## config.mk

```make
export PLATFORM = sky130hd
export DESIGN_NAME = switch_arbiter
export DESIGN_NICKNAME = d
export VERILOG_FILES = /design/src/rtl/switch_arbiter.sv
export SDC_FILE = /design/constraint.sdc
export NUM_CORES = 1
export LEC_CHECK = 0
export ABC_AREA = 1
export ABC_CLOCK_PERIOD_IN_PS = 3250
export CORE_MARGIN = 2
export CORE_UTILIZATION = 32
export CTS_BUF_LIST = sky130_fd_sc_hd__clkbuf_4 sky130_fd_sc_hd__clkbuf_8
export DETAILED_ROUTE_END_ITERATION = 6
export SYNTH_ARGS = -nofsm -noshare
export SYNTH_HDL_FRONTEND = slang
export SYNTH_SLANG_ARGS = --single-unit
export TNS_END_PERCENT = 5
```

## constraint.sdc

```tcl
create_clock -name clk -period 3.25 [get_ports clk]
set_input_delay 0.65 -clock clk [delete_from_list [all_inputs] [get_ports clk]]
set_output_delay 0.65 -clock clk [all_outputs]
set_load 0.01 [all_outputs]
```

## src/rtl/switch_arbiter.sv

```systemverilog
// Round-robin arbiter/sequencer for the three-input switch: one owner at a time,
// bounded hold under contention, and a one-cycle dead gap between owners.
module switch_arbiter #(
    parameter int MAX_HOLD = 4
) (
    input  logic       clk,
    input  logic       rst,
    input  logic [2:0] req,
    output logic [2:0] gnt,
    output logic [1:0] sel,
    output logic       en,
    output logic       busy
);

    localparam int HW = $clog2(MAX_HOLD + 1);

    typedef enum logic [1:0] {
        ST_IDLE    = 2'd0,
        ST_GRANT   = 2'd1,
        ST_RELEASE = 2'd2
    } state_t;

    state_t        r_state, w_state;
    logic [2:0]    r_gnt, w_gnt;
    logic [1:0]    r_sel, w_sel;
    logic          r_en, w_en;
    logic          r_busy, w_busy;
    logic [HW-1:0] r_hold_cnt, w_hold_cnt;
    logic [1:0]    r_last, w_last;

    logic [1:0]    w_pick;
    logic          w_any_req;
    logic          w_owner_req;
    logic          w_contested;
    logic          w_at_max;

    // Rotating scan from (last+1) mod 3; descending loop lets the nearest index win.
    function automatic logic [1:0] arb_pick(input logic [2:0] r, input logic [1:0] last);
        int idx;
        arb_pick = 2'd3;
        for (int k = 3; k >= 1; k--) begin
            idx = (int'(last) + k) % 3;
            if (r[idx]) arb_pick = 2'(idx);
        end
    endfunction

    assign w_pick      = arb_pick(req, r_last);
    assign w_any_req   = |req;
    assign w_owner_req = |(req & r_gnt);
    assign w_contested = |(req & ~r_gnt);
    assign w_at_max    = (r_hold_cnt == HW'(MAX_HOLD));

    always_comb begin
        // NOTE: every next-value is defaulted to its current value first, so no path infers a latch.
        w_state    = r_state;
        w_gnt      = r_gnt;
        w_sel      = r_sel;
        w_en       = r_en;
        w_busy     = r_busy;
        w_hold_cnt = r_hold_cnt;
        w_last     = r_last;

        unique case (r_state)
            ST_IDLE, ST_RELEASE: begin
                if (w_any_req) begin
                    w_state    = ST_GRANT;
                    w_gnt      = 3'b001 << w_pick;
                    w_sel      = w_pick;
                    w_en       = 1'b1;
                    w_busy     = 1'b1;
                    w_hold_cnt = HW'(1);
                end else begin
                    w_state    = ST_IDLE;
                    w_gnt      = 3'b000;
                    w_sel      = 2'b11;
                    w_en       = 1'b0;
                    w_busy     = 1'b0;
                    w_hold_cnt = '0;
                end
            end
            ST_GRANT: begin
                if (!w_owner_req || (w_at_max && w_contested)) begin
                    w_state = ST_RELEASE;
                    w_last  = r_sel;
                    w_gnt   = 3'b000;
                    w_sel   = 2'b11;
                    w_en    = 1'b0;
                    w_busy  = 1'b1;
                end else if (!w_at_max) begin
                    w_hold_cnt = r_hold_cnt + HW'(1);
                end
            end
            default: begin
                w_state    = ST_IDLE;
                w_gnt      = 3'b000;
                w_sel      = 2'b11;
                w_en       = 1'b0;
                w_busy     = 1'b0;
                w_hold_cnt = '0;
            end
        endcase
    end

    // Async reset idles the outputs at once, so the switch never holds a stale source.
    always_ff @(posedge clk or posedge rst) begin
        if (rst) begin
            r_state    <= ST_IDLE;
            r_gnt      <= 3'b000;
            r_sel      <= 2'b11;
            r_en       <= 1'b0;
            r_busy     <= 1'b0;
            r_hold_cnt <= '0;
            r_last     <= 2'd2;
        end else begin
            // NOTE: state registers use non-blocking assignment so all updates see pre-edge values.
            r_state    <= w_state;
            r_gnt      <= w_gnt;
            r_sel      <= w_sel;
            r_en       <= w_en;
            r_busy     <= w_busy;
            r_hold_cnt <= w_hold_cnt;
            r_last     <= w_last;
        end
    end

    assign gnt  = r_gnt;
    assign sel  = r_sel;
    assign en   = r_en;
    assign busy = r_busy;

endmodule

```

==> metrics.cfg, run 1 <==
[logic_synthesis]
yosys.area_share.adder_pct = 7.26
ys_seq_area_share_pct = 41.1
synth_compound_area_share_pct = 11.9
yosys.area_share.simple_pct = 29.2
synth-xor-area-share_pct = 1.02
synthesis.area_um2 = 862
synth_mux_area_share_pct = 0
avgSynthCellArea_um2 = 7.37
yosys_warnings = 0
synth_cells = 117
synth_nets = 127
synth-seq-cells = 14
synth_top_family_by_area = simple AND/OR/NAND/NOR gates
yosysUniqueCellTypes = 21

[critical_path]
worstSetupPathType = flip-flop to output pin
rrSetupSlack_ns = 1.64
crit_end = sel[1]
cp_top_family = flip-flops
cp_data_arrival_time_ns = 1.35
cp.depth = 1
critPathMaxFanout = 3
crit_path_start = sel[1]
crit_path_max_incr_delay_ns = 0.55
rr_worst_depth = 12
slowest_stage = dfstp_2
critPathCaptureType = output pin
crit_required_ns = 2.60
start_kind = flip-flop
path_cells = clkdlybuf4s50_1
path_buf_inv = 1
rr_endpoint = sel[1]
r2r-start = r_last[1]

[power_and_ir_drop]
p_leak_nw = 0.555
ir_drop_mv = 0.483
powerDensity_mw_per_mm2 = 996

[run]
maxCapViolCount = 0

[global_route]
grt_max_degree = 15
grt.total_usage_pct = 11.9
gr-usage-met1_pct = 15.3
busiest_layer = met2
grtUsageMet3_pct = 1.63
grt_pass1_vias = 730
grt_use_met2_pct = 19.4
grt_overflow = 0
grt_first_pass_wirelength_um = 3000
antenna_found_initial = 0

[cells_and_area]
seq_area_um2 = 354
nets = 143
synthToLayoutAreaGrowth_pct = 21.3
diodes = 0
multi_input_area_um2 = 425
fill_cells = 269
drive_gt1_share_pct = 12.1
fin_util_pct = 41.5

[clock_tree]
clock-sinks = 14
numCtsBuffers = 3
cts_tree = built
root_buffer = clkbuf_4
clkTransAtPathRegs_ns = 0.08
cts_hold_buf = 0
cts.path.max_buffers = 2
clock_latency_ns = 0.28
cts_htree_levels = 1
cts-resized-gates = 0
post-cts-setup-buffers = 0

[timing]
finalHoldViolCount = 0
clock.fmax_mhz = 500
fin_ws_ns = 1.25
rsz0062_at_grt = no
fin_skew_ns = 0.00259
worstMarginPinSlew_ns = 0.512
setup_viol = 0
fin_crit_ns = 2.00
period_share_pct = 61.5
slew_viol_final = 0
tns_ns = 0
maxSlewHeadroom_pct = 65.6

[drt]
vias_per_cell = 4.70
num_vias = 761
postRouteAntennaNets = 0
dr.pass1.iters = 4
drtIter0Drc = 31
drcViolationCount = 0
wl_um = 1670
wl_per_cell_um = 10.3

[floorplan]
fp.dieH_um = 55.9
io_pins = 12
dieArea_mm2 = 0.00313
die_w_um = 55.9
fp-row-count = 18
start_util_pct = 34.2
core_region_area_mm2 = 0.00252

[hold_path]
hold_path.class = flip-flop to flip-flop
hold_depth = 2

[placed_design]
gp_congestion = 0.855
place_hpwl_um = 1320
pre_cts_ws_ns = 1.12
portBuffers = 11

[status]
status = finished, final reports clean

-- placed cells by master (no fill, tap or decap), drive strengths merged --
cell	n
and2	1
inv	22
nand2	43
xnor2	1
clkbuf	4
clkdlybuf4s50	11
a21oi	3
nand4	1
nor2	4
o211ai	1
nand3	10
o21bai	1
dfrtp	11
o31ai	2
dfstp	3
o21ai	9
ha	5
-- layer usage --
layer,wire length [um],part of all wire [%],up-vias
met5,0,0,-
met4,32,1.9,0
met2,744,44,12
li1,-,-,395
met1,844,50,349
met3,50,3.0,5
-- synthesized netlist by cell type --
cell type / instances / area share [%]
a21oi_1: 2 / 1.2
a21oi_2: 1 / 1.0
and2_4: 1 / 1.0
dfrtp_1: 11 / 32
dfstp_2: 3 / 9.1
ha_1: 5 / 7.3
inv_1: 20 / 8.7
inv_2: 2 / 0.87
nand2_1: 41 / 18
nand2_2: 2 / 1.5
nand3_1: 9 / 5.2
nand3_2: 1 / 1.2
nand4_1: 1 / 0.73
nor2_1: 4 / 1.7
o211ai_2: 1 / 1.5
o21ai_0: 6 / 3.5
o21ai_1: 2 / 1.2
o21ai_2: 1 / 1.0
o21bai_1: 1 / 0.87
o31ai_1: 2 / 1.7
xnor2_1: 1 / 1.0
-- power breakdown --
group	switching (mW)	internal, mW
combinational	0.363	0.248
sequential	0.0445	0.262
clock	0.0552	0.0681
-- through the flow --
stage	instance area [um2]	power, mW	hold slack, ns	std cells
global route	1050	1.16	0.506	162
floorplan	862	0.758	0.479	117
detailed placement	1010	0.927	0.475	158
global placement	1010	0.920	0.473	158
finish	1050	1.04	0.487	162
CTS	1050	1.05	0.490	162
-- worst min-delay path by stage --
stage / start / end / slack [ns]
6_report: sel[1] / r_last[1] / 0.49
5_1_grt: sel[1] / r_last[1] / 0.51
4_1_cts: sel[1] / r_last[1] / 0.49
3_5_place_dp: en / en / 0.48
3_3_place_gp: sel[1] / r_last[1] / 0.47
2_1_floorplan: sel[1] / r_last[1] / 0.48
-- final cells by class --
class                   count  share of cell area [%]
multi-input cells          81                    40.7
flip-flops and latches     14                    33.9
repair buffers             11                    10.5
inverters                  22                    7.89
well taps                  30                    3.59
clock buffers               4                    3.47
-- registers in the layout (all words and copies together), names as in the netlist --
register / flops
gnt: 3
r_hold_cnt: 3
r_last: 2
r_state: 2
sel: 2
busy: 1
en: 1
-- kinds of logic (layout without fill, tap and decap cells) --
family          Yosys count  in the layout
compound gates           16             16
xor+xnor                  1              1
buf+inv                  22             37
simple gates             59             59
flops                    14             14
fa+ha+maj                 5              5
Power figures use the tool's default switching activity.
==> run 2: changes to the inputs <==
--- a/config.mk
+++ b/config.mk
@@ -6,7 +6,7 @@
 export NUM_CORES = 1
 export LEC_CHECK = 0
 export ABC_AREA = 1
-export ABC_CLOCK_PERIOD_IN_PS = 3250
+export ABC_CLOCK_PERIOD_IN_PS = 1700
 export CORE_MARGIN = 2
 export CORE_UTILIZATION = 32
 export CTS_BUF_LIST = sky130_fd_sc_hd__clkbuf_4 sky130_fd_sc_hd__clkbuf_8
==> constraint.sdc (replaced) <==
create_clock -name clk -period 1.7 [get_ports clk]
set_input_delay 0.34 -clock clk [delete_from_list [all_inputs] [get_ports clk]]
set_output_delay 0.34 -clock clk [all_outputs]
set_load 0.01 [all_outputs]
==> metrics.cfg, run 2 (synthesis gave the netlist of run 1 again) <==
[critical_path]
critPathCaptureType = flip-flop
critPathMaxFanout = 6
worstSetupPathType = flip-flop to flip-flop
start_kind = flip-flop
slowest_stage = dfstp_2
cp_data_arrival_time_ns = 1.83
rrSetupSlack_ns = 0.09
crit_path_max_incr_delay_ns = 0.54
rr_endpoint = sel[0]
rr_worst_depth = 8
path_cells = ha_2, a21oi_2, o21ai_1, and2_4, nand2_2, nand3_1, nand2_1, inv_1
r2r-start = r_last[1]
crit_required_ns = 1.92

[placed_design]
place_hpwl_um = 1430
pre_cts_ws_ns = -0.0760
gp_congestion = 0.881
placed_cell_area_mm2 = 0.00104
portBuffers = 11

[timing]
fin_crit_ns = 1.61
maxSlewHeadroom_pct = 65.3
fin_skew_ns = 0.00503
finalHoldViolCount = 0
slew_viol_final = 0
fin_hold_ws_ns = 0.391
worstMarginPinSlew_ns = 0.519
clock.fmax_mhz = 619
period_share_pct = 95.0
setup_viol = 0
rsz0062_at_grt = yes
fin_ws_ns = 0.0856

[clock_tree]
cts_tree = built
clkTransAtPathRegs_ns = 0.09
root_buffer = clkbuf_4
clock_latency_ns = 0.27
cts.path.max_buffers = 2
clock-sinks = 14
cts_htree_levels = 1
numCtsBuffers = 3

[power_and_ir_drop]
p_clk_share_pct = 9.9
seq_power_share_pct = 27.8
ir_drop_mv = 1.00
swShare_pct = 45.1
p_switching_mw = 0.956
p_leak_nw = 0.583
powerDensity_mw_per_mm2 = 1930
comb_power_share_pct = 62.3
total_power_mw = 2.12
p_int_mw = 1.16

[run]
maxCapViolCount = 0

[cells_and_area]
final_area_mm2 = 0.00110
drive_gt1_share_pct = 19.7
synthToLayoutAreaGrowth_pct = 27.1
diodes = 0
layout_commonest_cell = nand2_1
fill_cells = 271
nets = 148
seq_area_um2 = 354
multi_input_area_um2 = 443
mostFrequentLayoutCells = 40 x nand2_1, 19 x inv_1, 11 x dfrtp_1

[global_route]
grt.total_usage_pct = 12.7
antenna_found_initial = 0
grt_max_degree = 15
grt_overflow = 0
grt_first_pass_wirelength_um = 3240
grt_pass1_vias = 719

[floorplan]
core_region_area_mm2 = 0.00252
fp-row-count = 18
io_pins = 12
start_util_pct = 34.2
dieArea_mm2 = 0.00313
die_w_um = 55.9
fp.dieH_um = 55.9

[hold_path]
hold_path.class = primary input to asynchronous set/reset pin

[drt]
drtIter0Drc = 16
wl_per_cell_um = 10.8
num_vias = 778
drcViolationCount = 0
vias_per_cell = 4.66
postRouteAntennaNets = 0
wl_um = 1800
dr.pass1.iters = 4

[status]
status = finished, final reports clean

[run 2: cell types whose count changed in the layout (fill, tap and decap cells not counted), moves of 2 or more]
cell and change:
buf_4 +5, nand3_2 +2, nand3_1 -2, clkdlybuf4s50_1 -2, ha_1 -2, ha_2 +2
[run 2: metal layers]
layer / part of all wire [%] / up-vias / track usage [%]
met2: 48 / 13 / 20.4
met5: 0 / - / 0
met1: 49 / 358 / 17.3
met3: 2.7 / 0 / 1.40
li1: - / 407 / -
met4: 0 / 0 / 5.10
[run 2: stage by stage]
| stage | setup TNS [ns] | utilization [%] | instances |
|---|---|---|---|
| floorplan | 0 | - | 117 |
| global placement | -0.228 | 41.2 | 162 |
| detailed placement | -0.291 | 41.2 | 162 |
| CTS | 0 | 42.4 | 166 |
| global route | -0.0306 | 43.5 | 167 |
| finish | 0 | 43.5 | 167 |
[run 2: area by class of cell]
| class | count | share of cell area [%] |
|---|---|---|
| Tap cell | 30 | 3.42 |
| Multi-Input combinational cell | 81 | 40.4 |
| Sequential cell | 14 | 32.3 |
| Clock buffer | 4 | 2.74 |
| Inverter | 22 | 7.53 |
| Timing Repair Buffer | 16 | 13.6 |
[run 2: power groups by stage]
stage	clock network [mW]	logic [mW]	registers [mW]
after global routing	0.230	1.51	0.606
after floorplan	0	0.840	0.608
after CTS	0.218	1.25	0.590
final	0.210	1.32	0.588
after detailed placement	0	1.26	0.595
after global placement	0	1.22	0.594
[run 2: worst max path at each step]
stage,from,to,depth (start not counted)
after floorplan,r_last[1],gnt[1],8
after global placement,req[1],gnt[1],9
after detailed placement,req[1],sel[0],8
after CTS,sel[0],sel[0],1
after global routing,r_last[0],sel[0],10
final,r_last[1],sel[0],8
[run 2: timing repair]
item	in CTS	in global routing
gates resized for setup	1	8
hold buffers	0	0
buffers inserted	0	1
pin swaps	0	2
endpoints found under the setup margin	1	6
[run 2: critical path: cells and delay by family (launching register included)]
family / cells / cell delay [ns]
DFF: 1 / 0.54
buffers and inverters: 1 / 0.04
and+or+nand+nor: 4 / 0.41
adders and majority gates: 1 / 0.31
AOI/OAI and AO/OA: 2 / 0.26
==> run 3: changes to the inputs <==
--- a/config.mk
+++ b/config.mk
@@ -7,6 +7,7 @@
 export LEC_CHECK = 0
 export ABC_AREA = 1
 export ABC_CLOCK_PERIOD_IN_PS = 1700
+export CORE_ASPECT_RATIO = 0.9
 export CORE_MARGIN = 2
 export CORE_UTILIZATION = 32
 export CTS_BUF_LIST = sky130_fd_sc_hd__clkbuf_4 sky130_fd_sc_hd__clkbuf_8
==> metrics.cfg, run 3 (synthesis gave the netlist of run 1 again) <==
[placed_design]
portBuffers = 11
gp_congestion = 0.798
placed_cell_area_mm2 = 0.00103
pre_cts_ws_ns = -0.105
place_hpwl_um = 1420

[drt]
drtIter0Drc = 46
dr.pass1.iters = 6
num_vias = 745
postRouteAntennaNets = 0
vias_per_cell = 4.57
drcViolationCount = 1
wl_um = 1830
wl_per_cell_um = 11.2

[cells_and_area]
layout_commonest_cell = nand2_1
diodes = 0
seq_area_um2 = 354
multi_input_area_um2 = 454
nets = 146
synthToLayoutAreaGrowth_pct = 27.1
drive_gt1_share_pct = 19.3
fin_util_pct = 43.7
fill_cells = 281
mostFrequentLayoutCells = 40 x nand2_1, 19 x inv_1, 11 x dfrtp_1
final_area_mm2 = 0.00110

[timing]
setup_viol = 0
fin_crit_ns = 1.64
worstMarginPinSlew_ns = 0.534
fin_skew_ns = 0.000496
maxSlewHeadroom_pct = 64.4
fin_hold_ws_ns = 0.397
clock.fmax_mhz = 609
fin_ws_ns = 0.0586
finalHoldViolCount = 0
slew_viol_final = 0
rsz0062_at_grt = yes
period_share_pct = 96.6

[critical_path]
rr_worst_depth = 8
rrSetupSlack_ns = 0.06
path_cells = ha_2, a21oi_2, o21ai_1, and2_4, nand2_2, nand2_2, nand2_1, nand2_1
crit_path_max_incr_delay_ns = 0.54
crit_required_ns = 1.87
r2r-start = r_last[1]
rr_endpoint = gnt[1]
cp_data_arrival_time_ns = 1.81
critPathMaxFanout = 6
start_kind = flip-flop
critPathCaptureType = flip-flop
slowest_stage = dfstp_2
worstSetupPathType = flip-flop to flip-flop

[status]
status = finished with violations
violations = design-rule violations

[global_route]
grt_pass1_vias = 744
grt_overflow = 0
antenna_found_initial = 0
grt.total_usage_pct = 13.1
grt_first_pass_wirelength_um = 3120
grt_max_degree = 15

[clock_tree]
cts_htree_levels = 1
clock_latency_ns = 0.27
cts_hold_buf = 0
clock-sinks = 14
cts_tree = built
root_buffer = clkbuf_4
clkTransAtPathRegs_ns = 0.08
numCtsBuffers = 3
cts.path.max_buffers = 2

[run]
maxCapViolCount = 0

[power_and_ir_drop]
powerDensity_mw_per_mm2 = 1980
total_power_mw = 2.17
p_leak_nw = 0.578
ir_drop_mv = 0.758

[floorplan]
dieArea_mm2 = 0.00313
die_w_um = 58.7
fp-row-count = 17
io_pins = 12
fp.dieH_um = 53.2
start_util_pct = 34.3
core_region_area_mm2 = 0.00251

[hold_path]
hold_path.class = primary input to asynchronous set/reset pin

## run 3: area by class of cell
| cell class | count | area share, % |
|---|---|---|
| Sequential cell | 14 | 32.3 |
| Inverter | 22 | 7.53 |
| Clock buffer | 4 | 3.31 |
| Multi-Input combinational cell | 81 | 41.4 |
| Tap cell | 28 | 3.20 |
| Timing Repair Buffer | 14 | 12.2 |
## run 3: critical path, delay by kind of cell, from the launching register on
kind / cells / cell delay, ns
flops: 1 / 0.54
simple gates: 5 / 0.42
fa+ha+maj: 1 / 0.30
compound gates: 2 / 0.27
## run 3: routing by layer
metal / wire length, um / track usage [%] / vias up
met5: 0 / 0 / -
met4: 12 / 4.55 / 0
met3: 42 / 1.47 / 2
met2: 858 / 21.2 / 7
met1: 915 / 18.2 / 333
li1: - / - / 403
## run 3: what timing repair did
| item | CTS | global route |
|---|---|---|
| resized for setup | 1 | 10 |
| buffers inserted | 0 | 0 |
| pin swaps | 0 | 3 |
| endpoints found under the setup margin | 1 | 6 |
## run 3: worst max path at each step
stage                   start      to  cells after the start
floorplan           r_last[1]  gnt[1]                      8
global placement       req[1]  gnt[1]                      9
detailed placement     req[1]  gnt[1]                      9
CTS                    sel[0]  sel[0]                      1
global route        r_last[0]  gnt[1]                     11
finish              r_last[1]  gnt[1]                      8
## run 3: stage by stage
step	setup TNS [ns]	std cells
floorplan	0	117
global placement	-0.258	159
detailed placement	-0.566	159
CTS	0	163
global route	-0.0303	163
finish	0	163
## run 3: report_power, final
part / internal, mW / switching (mW) / total, mW
registers: 0.502 / 0.0891 / 0.591
logic: 0.560 / 0.787 / 1.35
clock network: 0.130 / 0.104 / 0.235
total: 1.19 / 0.980 / 2.17
